--- src/rtl/rfsoc_dm_pkg.sv ---
// rfsoc_dm_pkg: DataMover command/status layouts and sequencer state encoding
package rfsoc_dm_pkg;
  localparam logic DM_TYPE_INCR = 1'b1;
  typedef struct packed {
    logic [3:0]  rsvd;
    logic [3:0]  tag;
    logic [31:0] saddr;
    logic        drr;
    logic        eof;
    logic [5:0]  dsa;
    logic        typ;
    logic [22:0] btt;
  } dm_cmd_t;
  typedef struct packed {
    logic       okay;
    logic       slverr;
    logic       decerr;
    logic       interr;
    logic [3:0] tag;
  } dm_sts_t;
  typedef enum logic [2:0] {S_IDLE, S_CMD, S_STS, S_DONE, S_ERR, S_DRAIN} seq_state_e;
endpackage

--- src/rtl/rf_dm_cmd_pack.sv ---
// rf_dm_cmd_pack: formats {addr,btt,eof,tag} into a 72-bit DataMover command word
module rf_dm_cmd_pack
  import rfsoc_dm_pkg::*;
(
  input  logic [31:0] addr_i,
  input  logic [22:0] btt_i,
  input  logic        eof_i,
  input  logic [3:0]  tag_i,
  output logic [71:0] cmd_o
);
  dm_cmd_t c;
  always_comb begin
    c       = '0;
    c.tag   = tag_i;
    c.saddr = addr_i;
    c.eof   = eof_i;
    c.typ   = DM_TYPE_INCR;
    c.btt   = btt_i;
  end
  assign cmd_o = c;
endmodule

--- src/rtl/rf_cap_dm_sequencer.sv ---
// rf_cap_dm_sequencer: splits one capture/playback transfer into chunked DataMover commands.
// Define RF_CAP_LOOP_EN to add cfg_loop for continuous back-to-back passes.
module rf_cap_dm_sequencer
  import rfsoc_dm_pkg::*;
#(
  parameter int          ADDR_WIDTH  = 32,
  parameter int          BTT_WIDTH   = 23,
  parameter logic [31:0] CHUNK_BYTES = 32'h10_0000,
  parameter int          BEAT_BYTES  = 64
) (
  input  logic                  clk,
  input  logic                  rst_n,
  input  logic [ADDR_WIDTH-1:0] cfg_start_addr,
  input  logic [31:0]           cfg_cap_size,
  input  logic                  cfg_start,
  input  logic                  cfg_reset,
`ifdef RF_CAP_LOOP_EN
  input  logic                  cfg_loop,
`endif
  output logic [71:0]           m_cmd_tdata,
  output logic                  m_cmd_tvalid,
  input  logic                  m_cmd_tready,
  input  logic [7:0]            s_sts_tdata,
  input  logic                  s_sts_tvalid,
  output logic                  s_sts_tready,
  output logic [7:0]            dm_status,
  output logic [ADDR_WIDTH-1:0] current_addr,
  output logic [7:0]            run_cycles,
  output logic                  mm_err,
  output logic                  cap_done,
  output logic                  busy
);
  localparam logic [31:0] BEAT_MASK = ~(32'(BEAT_BYTES) - 32'd1);
  seq_state_e            state_q;
  logic [31:0]           remaining_q;
  logic [3:0]            idx_q;
  logic [ADDR_WIDTH-1:0] addr_q;
  logic [7:0]            status_q, runs_q;
  logic                  err_q, done_q;
`ifdef RF_CAP_LOOP_EN
  logic [ADDR_WIDTH-1:0] base_q;
  logic [31:0]           size_q;
`endif
  logic [31:0]          cap_bytes;
  logic                 eof;
  logic [BTT_WIDTH-1:0] btt;
  logic [71:0]          cmd;
  dm_sts_t              sts;
  logic                 sts_ok;
  assign cap_bytes = cfg_cap_size & BEAT_MASK;
  assign eof       = remaining_q <= CHUNK_BYTES;
  assign btt       = eof ? remaining_q[BTT_WIDTH-1:0] : CHUNK_BYTES[BTT_WIDTH-1:0];
  assign sts       = dm_sts_t'(s_sts_tdata);
  assign sts_ok    = sts.okay & ~(sts.slverr | sts.decerr | sts.interr) & (sts.tag == idx_q);
  rf_dm_cmd_pack u_pack (
    .addr_i(addr_q),
    .btt_i (btt),
    .eof_i (eof),
    .tag_i (idx_q),
    .cmd_o (cmd)
  );
  assign m_cmd_tvalid = state_q == S_CMD;
  assign m_cmd_tdata  = m_cmd_tvalid ? cmd : '0;
  assign s_sts_tready = state_q == S_STS || state_q == S_DRAIN;
  assign busy         = state_q == S_CMD || state_q == S_STS || state_q == S_DRAIN;
  assign dm_status    = status_q;
  assign current_addr = addr_q;
  assign run_cycles   = runs_q;
  assign mm_err       = err_q;
  assign cap_done     = done_q;
  always_ff @(posedge clk or negedge rst_n) begin
    if (!rst_n) begin
      state_q     <= S_IDLE;
      remaining_q <= '0;
      idx_q       <= '0;
      addr_q      <= '0;
      status_q    <= '0;
      runs_q      <= '0;
      err_q       <= 1'b0;
      done_q      <= 1'b0;
`ifdef RF_CAP_LOOP_EN
      base_q      <= '0;
      size_q      <= '0;
`endif
    end else begin
      done_q <= 1'b0;
      case (state_q)
        S_IDLE:
          if (cfg_reset) begin
            runs_q   <= '0;
            addr_q   <= '0;
            status_q <= '0;
          end else if (cfg_start) begin
            addr_q      <= cfg_start_addr;
            remaining_q <= cap_bytes;
            idx_q       <= '0;
`ifdef RF_CAP_LOOP_EN
            base_q      <= cfg_start_addr;
            size_q      <= cap_bytes;
`endif
            state_q     <= cap_bytes == '0 ? S_DONE : S_CMD;
          end
        S_CMD:
          if (cfg_reset) state_q <= S_IDLE;
          else if (m_cmd_tready) state_q <= S_STS;
        S_STS:
          // a beat arriving alongside the abort is itself the drained beat
          if (cfg_reset) state_q <= s_sts_tvalid ? S_IDLE : S_DRAIN;
          else if (s_sts_tvalid) begin
            status_q <= s_sts_tdata;
            if (sts_ok) begin
              addr_q      <= addr_q + ADDR_WIDTH'(btt);
              remaining_q <= remaining_q - 32'(btt);
              idx_q       <= idx_q + 4'd1;
              state_q     <= eof ? S_DONE : S_CMD;
            end else begin
              err_q   <= 1'b1;
              state_q <= S_ERR;
            end
          end
        S_DONE:
          if (cfg_reset) begin
            runs_q   <= '0;
            addr_q   <= '0;
            status_q <= '0;
            state_q  <= S_IDLE;
          end else begin
            done_q  <= 1'b1;
            runs_q  <= runs_q + {7'd0, runs_q != 8'hff};
            state_q <= S_IDLE;
`ifdef RF_CAP_LOOP_EN
            if (cfg_loop && size_q != '0) begin
              addr_q      <= base_q;
              remaining_q <= size_q;
              idx_q       <= '0;
              state_q     <= S_CMD;
            end
`endif
          end
        S_ERR:
          if (cfg_reset) begin
            err_q   <= 1'b0;
            state_q <= S_IDLE;
          end
        S_DRAIN:
          if (s_sts_tvalid) state_q <= S_IDLE;
        default: state_q <= S_IDLE;
      endcase
    end
  end
endmodule

--- config.mk ---
export PLATFORM = sky130hd
export DESIGN_NAME = rf_cap_dm_sequencer
export DESIGN_NICKNAME = d
export VERILOG_FILES = /design/src/rtl/rfsoc_dm_pkg.sv /design/src/rtl/rf_dm_cmd_pack.sv /design/src/rtl/rf_cap_dm_sequencer.sv
export SDC_FILE = /design/constraint.sdc
export NUM_CORES = 1
export LEC_CHECK = 0
export CAP_MARGIN = 40
export CORE_ASPECT_RATIO = 0.7
export CORE_UTILIZATION = 44
export CTS_CLUSTER_DIAMETER = 30
export CTS_CLUSTER_SIZE = 16
export DETAILED_ROUTE_END_ITERATION = 6
export PLACE_DENSITY = 0.89
export SETUP_SLACK_MARGIN = 0.05
export SYNTH_ARGS = -nofsm -noshare
export SYNTH_HDL_FRONTEND = slang
export SYNTH_SLANG_ARGS = --single-unit
export TNS_END_PERCENT = 5
--- constraint.sdc ---
create_clock -name clk -period 3.88 [get_ports clk]
set_input_delay 1.164 -clock clk [delete_from_list [all_inputs] [get_ports clk]]
set_output_delay 1.164 -clock clk [all_outputs]
set_load 0.1 [all_outputs]
==> flow_summary_export.csv, run 1 <==
group,metric,value,unit
run_status,outcome,"finished, violations left",
run_status,violations,"negative setup slack",
logic_synthesis,seq_area_frac_synth,32.62,%
clocking,clk_pin_slew,80,ps
setup_path,end_kind,"register",
final_layout,drive_above_1_share,25.02,%
sta,setup_viol,3,
setup_path,required,4120,ps
sta,rsz0062_at_grt,"yes",
global_route,grt_usage,28.39,%
final_layout,multi_input_area,4285,um^2
clocking,h-tree-depth,3,
sta,clock_skew,8.465,ps
sta,max_freq,254.3,MHz
place,post_dp_cell_area,9462,um^2
setup_path,reg2reg_from,"remaining_q[2]",
pwr,cellLeakagePower,4.469,nW
logic_synthesis,ys_ff_latch,89,
global_route,first_global_vias,6979,
setup_path,crit_path_start_kind,"register",
floorplanning,fp.dieW,150.9,um
routing,ant_nets,0,
final_layout,stdcell_area,9988,um^2
logic_synthesis,synth_edf_count,0,
final_layout,nets,1128,
global_route,antenna_found_initial,0,
logic_synthesis,async_flop_share,100.0,%
global_route,grt_overflow_total,0,
setup_path,cp_max_fo,5,
floorplanning,start_util,45.79,%
sta,finalCritPeriodShare,101.4,%
clocking,ctsHoldBuffers,0,
logic_synthesis,synthesis.area,6827,um^2
final_layout,fillers,1126,
setup_path,setup.reg_to_reg.worst_slack,-50,ps
setup_path,arrival,4170,ps
floorplanning,io_pins,203,
place,gp_congestion,0.9620,
sta,worst_slew_pin_slew,873.4,ps
logic_synthesis,syn_inst,827,
routing,drtIter0Drc,764,
place,dp_slack,-61.52,ps
clocking,cts_buffers,9,
global_route,grt_pass1_wl,35570,um
sta,slew_headroom,41.39,%
min_path,hold_depth,1,
place,dp_hpwl,17140,um
final_layout,area_growth,46.32,%
global_route,grt_max_degree,49,
min_path,hp-class,"register to register",
floorplanning,core-area,14910,um^2
sta,fin_crit,3933,ps
final_layout,seq_area,2227,um^2
clocking,clk_latency,360,ps
sta,hold_violations,0,
logic_synthesis,ys_warn_count,0,
pwr,p_total,7.765,mW
clocking,cts_sinks,89,
routing,first_pass_iters,6,
job,drv_cap,0,
routing,vias,7350,
clocking,root_buffer,"clkbuf_16",
setup_path,rr_worst_depth,16,
min_path,whs_endpoint,"dm_status[3]",
clocking,cts_tree,"done",
floorplanning,fp.dieArea,16030,um^2
routing,postRouteWirelength,22980,um
routing,drc,0,
setup_path,r2r-end,"current_addr[30]",
place,io_buffers,183,
logic_synthesis,synth_cell_types,76,
sta,fin_ws,-52.85,ps
min_path,hold_start,"dm_status[3]",
clocking,cts_buffer_depth,2,
pwr,vdd_drop_max,0.5129,mV
final_layout,n_antenna_cell,0,
floorplanning,rows,37,
routing,wl_per_cell,18.80,um
logic_synthesis,ys.flop_type,"dfrtp_1",
setup_path,crit_type,"register to register",
pwr,power_per_cell_area,777.4,nW/um^2
sta,drv_slew,0,
floorplanning,die-height,106.2,um
routing,drt-vias-per-instance,6.015,
logic_synthesis,syn_area_per_cell,8.255,um^2
==> cells by family (layout without fill, tap and decap cells) <==
logic type	Yosys count	in the layout	share of synthesized area, %
compound gates	251	251	25.29
xor+xnor	24	24	3.079
fa+ha+maj	28	28	5.242
buf+inv	100	285	8.468
flops	89	89	32.62
mux	2	2	0.2933
other cells	1	16	0.05493
simple gates	332	332	24.95
==> layer usage <==
metal  part of all wire [%]  track usage [%]
met1                     42            38.08
met4                    2.2            8.071
met5                      0                0
met2                     46            45.25
met3                    9.6            6.867
==> cell usage after synthesis (13+ instances only) <==
cell type / instances / area share (%)
a21o_1: 17 / 1.9
nor3_1: 21 / 1.5
nand3_1: 32 / 2.3
a22oi_1: 16 / 1.8
inv_1: 13 / 0.71
and2_1: 80 / 7.3
buf_4: 48 / 5.3
nor2_1: 57 / 3.1
clkbuf_1: 21 / 1.2
xor2_1: 13 / 1.7
dfrtp_1: 89 / 33
a21oi_1: 49 / 3.6
a22o_1: 20 / 2.6
o21ai_0: 52 / 3.8
nand2_1: 79 / 4.3
ha_1: 27 / 4.9
==> where the power goes <==
| part | internal [mW] | switching (mW) |
|---|---|---|
| sequential | 1.23 | 0.371 |
| clock | 0.455 | 0.436 |
| combinational | 1.60 | 3.68 |
| total | 3.28 | 4.48 |
==> cell type report <==
cell class                      count  area share, %
Inverter                           14         0.5261
Clock inverter                      7         0.7391
Tap cell                          195          2.443
Sequential cell                    89          22.30
Multi-Input combinational cell    653          42.90
Clock buffer                        9          2.255
Timing Repair Buffer              255          28.84
==> what timing repair did <==
| action | CTS | global route |
|---|---|---|
| setup endpoints to repair | 14 | 40 |
| buffers inserted | 0 | 6 |
| pin swaps | 2 | 17 |
| gates resized for setup | 6 | 39 |
==> worst max-delay path, cell delays in order (launching register included) <==
cell	delay [ps]
dfrtp_1	380
or4_4	560
nor3_4	230
a31oi_2	140
nor2_2	140
and2_1	150
ha_2	200
inv_2	40
fa_2	340
nor2b_2	170
o2111ai_2	140
nand4_1	220
nand3_2	150
a41oi_2	290
o21ai_2	110
o311a_1	300
a221o_1	250
==> flip-flops by register name (all words and copies together), names as in the netlist <==
signal        cells
current_addr     32
remaining_q      32
dm_status         8
run_cycles        8
idx_q             4
state_q           3
cap_done          1
mm_err            1
==> cell usage in the layout, fill, tap and decap left out, types with 16 or more instances in the layout <==
cell type	instances
conb_1	16
buf_4	112
and2_1	66
buf_12	57
nand3_1	31
nand2_1	78
nor2_1	54
dfrtp_1	89
nor3_1	20
o21ai_0	47
clkdlybuf4s50_1	77
ha_1	22
a21o_1	17
a21oi_1	47
a22o_1	20
==> per-stage QoR <==
step           util (%)  TNS (ps)  cells  hold slack, ps
4_1_cts           65.63         0   1216           507.8
6_report          67.01    -109.6   1222           509.3
5_1_grt           67.01     -1276   1222           534.7
2_1_floorplan         -     -1268    842           482.8
3_3_place_gp      62.77         0   1193           485.3
3_5_place_dp      63.47    -187.2   1200           485.7
==> worst max-delay path by stage <==
stage / cells after the start / slack (ps) / to / from
floorplan: 18 / -190 / current_addr[30] / remaining_q[2]
global placement: 15 / 10 / current_addr[30] / remaining_q[2]
detailed placement: 15 / -60 / current_addr[28] / remaining_q[2]
CTS: 15 / 30 / current_addr[20] / remaining_q[2]
global route: 16 / -220 / current_addr[28] / remaining_q[2]
finish: 16 / -50 / current_addr[30] / remaining_q[2]
No activity file was read; power rests on OpenSTA's default activity.
==> inputs of run 2 (changes only) <==
--- a/config.mk
+++ b/config.mk
@@ -12,7 +12,6 @@
 export CTS_CLUSTER_SIZE = 16
 export DETAILED_ROUTE_END_ITERATION = 6
 export PLACE_DENSITY = 0.89
-export SETUP_SLACK_MARGIN = 0.05
 export SYNTH_ARGS = -nofsm -noshare
 export SYNTH_HDL_FRONTEND = slang
 export SYNTH_SLANG_ARGS = --single-unit
==> run 2 against run 1 <==
Effect of this change:
- the run still ends with negative setup slack left
- wire length up 2.4%
- sequential share of layout area about the same
- via count down 1.0%
- sequential cell count unchanged
- first-iteration DRC count up 14%
- combinational power about the same
- setup slack better by 49 ps
- power up 0.27%
- maximum frequency up 1.3%
- largest cell class unchanged
==> flow_summary_export.csv, run 2 (synthesis results as in run 1) <==
group,metric,value,unit
routing,vias,7275,
global_route,antenna_found_initial,0,
floorplanning,core-area,14910,um^2
sta,fin_ws,-4.125,ps
clocking,ctsHoldBuffers,0,
final_layout,n_antenna_cell,0,
global_route,grt_overflow_total,0,
setup_path,crit_type,"register to output pin",
pwr,power_per_cell_area,780.6,nW/um^2
clocking,cts_buffers,9,
place,io_buffers,183,
routing,drc,0,
routing,postRouteWirelength,23530,um
routing,first_pass_iters,5,
setup_path,required,2720,ps
final_layout,seq_area,2227,um^2
clocking,h-tree-depth,3,
floorplanning,rows,37,
final_layout,final_cells,1224,
routing,ant_nets,0,
setup_path,arrival,2720,ps
final_layout,multi_input_area,4330,um^2
run_status,violations,"negative setup slack",
floorplanning,fp.dieArea,16030,um^2
clocking,root_buffer,"clkbuf_16",
place,gp_congestion,0.9675,
final_layout,layout_common_cells,"buf_4, dfrtp_1, nand2_1, clkdlybuf4s50_1, and2_1",
run_status,outcome,"finished, violations left",
global_route,grt_usage,29.65,%
final_layout,fillers,1134,
sta,drv_slew,0,
sta,clock_skew,10.65,ps
clocking,clk_pin_slew,70,ps
pwr,p_total,7.786,mW
pwr,vdd_drop_max,0.5868,mV
routing,wl_per_cell,19.23,um
global_route,grt_max_degree,48,
floorplanning,fp.dieW,150.9,um
sta,max_freq,257.5,MHz
sta,hold_ws,505.3,ps
final_layout,area_growth,46.11,%
setup_path,setup.reg_to_reg.worst_slack,10,ps
routing,drt-vias-per-instance,5.944,
clocking,cts_sinks,89,
sta,fin_crit,3884,ps
job,drv_cap,0,
clocking,clk_latency,350,ps
place,place_inst,1204,
final_layout,nets,1130,
min_path,hp-class,"register to register",
sta,hold_violations,0,
final_layout,drive_above_1_share,25.07,%
global_route,grt_pass1_wl,37030,um
clocking,cts_tree,"done",
sta,worst_slew_pin_slew,851.8,ps
sta,rsz0062_at_grt,"yes",
floorplanning,die-height,106.2,um
final_layout,final_util,66.91,%
routing,drtIter0Drc,868,
final_layout,final_common_cell,"buf_4",
setup_path,crit_path_start_kind,"register",
sta,slew_headroom,42.83,%
floorplanning,start_util,45.79,%
global_route,first_global_vias,7049,
sta,fin_setup_tns,-4.125,ps
sta,finalCritPeriodShare,100.1,%
setup_path,end_kind,"output pin",
sta,setup_viol,1,
place,dp_hpwl,17400,um
pwr,cellLeakagePower,4.455,nW
clocking,cts_buffer_depth,2,
setup_path,cp_max_fo,21,
floorplanning,io_pins,203,
run 2: cell types whose count changed in the layout (fill, tap and decap cells not counted), sizes merged:
cell           before  now
clkinvlp            0    1
clkdlybuf4s50      77   78
clkinv              5    3
inv                16   17
buf               178  179
run 2: worst paths after layout:
kind	endpoint	startpoint	cells past startpoint
worst max-delay path	m_cmd_tdata[6]	remaining_q[2]	8
worst min-delay path	dm_status[4]	dm_status[4]	1
worst max register to register	current_addr[30]	remaining_q[2]	16
worst min register to register	dm_status[4]	dm_status[4]	1
max in group asynchronous	run_cycles[4]	rst_n	2
min in group asynchronous	remaining_q[0]	rst_n	1
run 2: layout make-up:
class                           count  share of cell area [%]
Clock inverter                      7                  0.7275
Sequential cell                    89                   22.33
Clock buffer                        9                   2.258
Tap cell                          195                   2.446
Inverter                           14                  0.5268
Multi-Input combinational cell    653                   43.41
Timing Repair Buffer              257                   28.30
run 2: critical path: stages (launching register included):
cell and delay [ps]:
dfrtp_1 380, or4_4 560, nor3_4 250, a31oi_4 140, buf_4 180, nor4_4 220, buf_6 240, and2_1 210
buf_12 180
run 2: power breakdown:
group | internal [mW] | switching, mW | leakage, nW
Combinational | 1.57 | 3.72 | 3.16
Sequential | 1.23 | 0.378 | 1.15
Clock | 0.456 | 0.438 | 0.143
Total | 3.25 | 4.53 | 4.45
run 2: repair_timing:
action / CTS / global route
gates resized for setup: 3 / 61
pin swaps: 1 / 24
setup endpoints to repair: 3 / 38
buffers inserted: 0 / 3
gates cloned: 0 / 1
run 2: stage by stage:
step / instance area [um^2] / worst slack (ps)
final: 9975 / -4.125
after global routing: 9975 / -118.2
after CTS: 9709 / 0.8487
after detailed placement: 9397 / -55.77
after global placement: 9276 / -6.133
after floorplan: 6885 / -228.3
run 2: routing by layer:
metal | vias up | global-route usage [%] | part of all wire, %
met5 | - | 0 | 0
met4 | 0 | 7.714 | 2.3
met3 | 53 | 6.266 | 9.5
met2 | 411 | 47.12 | 46
met1 | 3454 | 40.75 | 43
li1 | 3357 | - | -
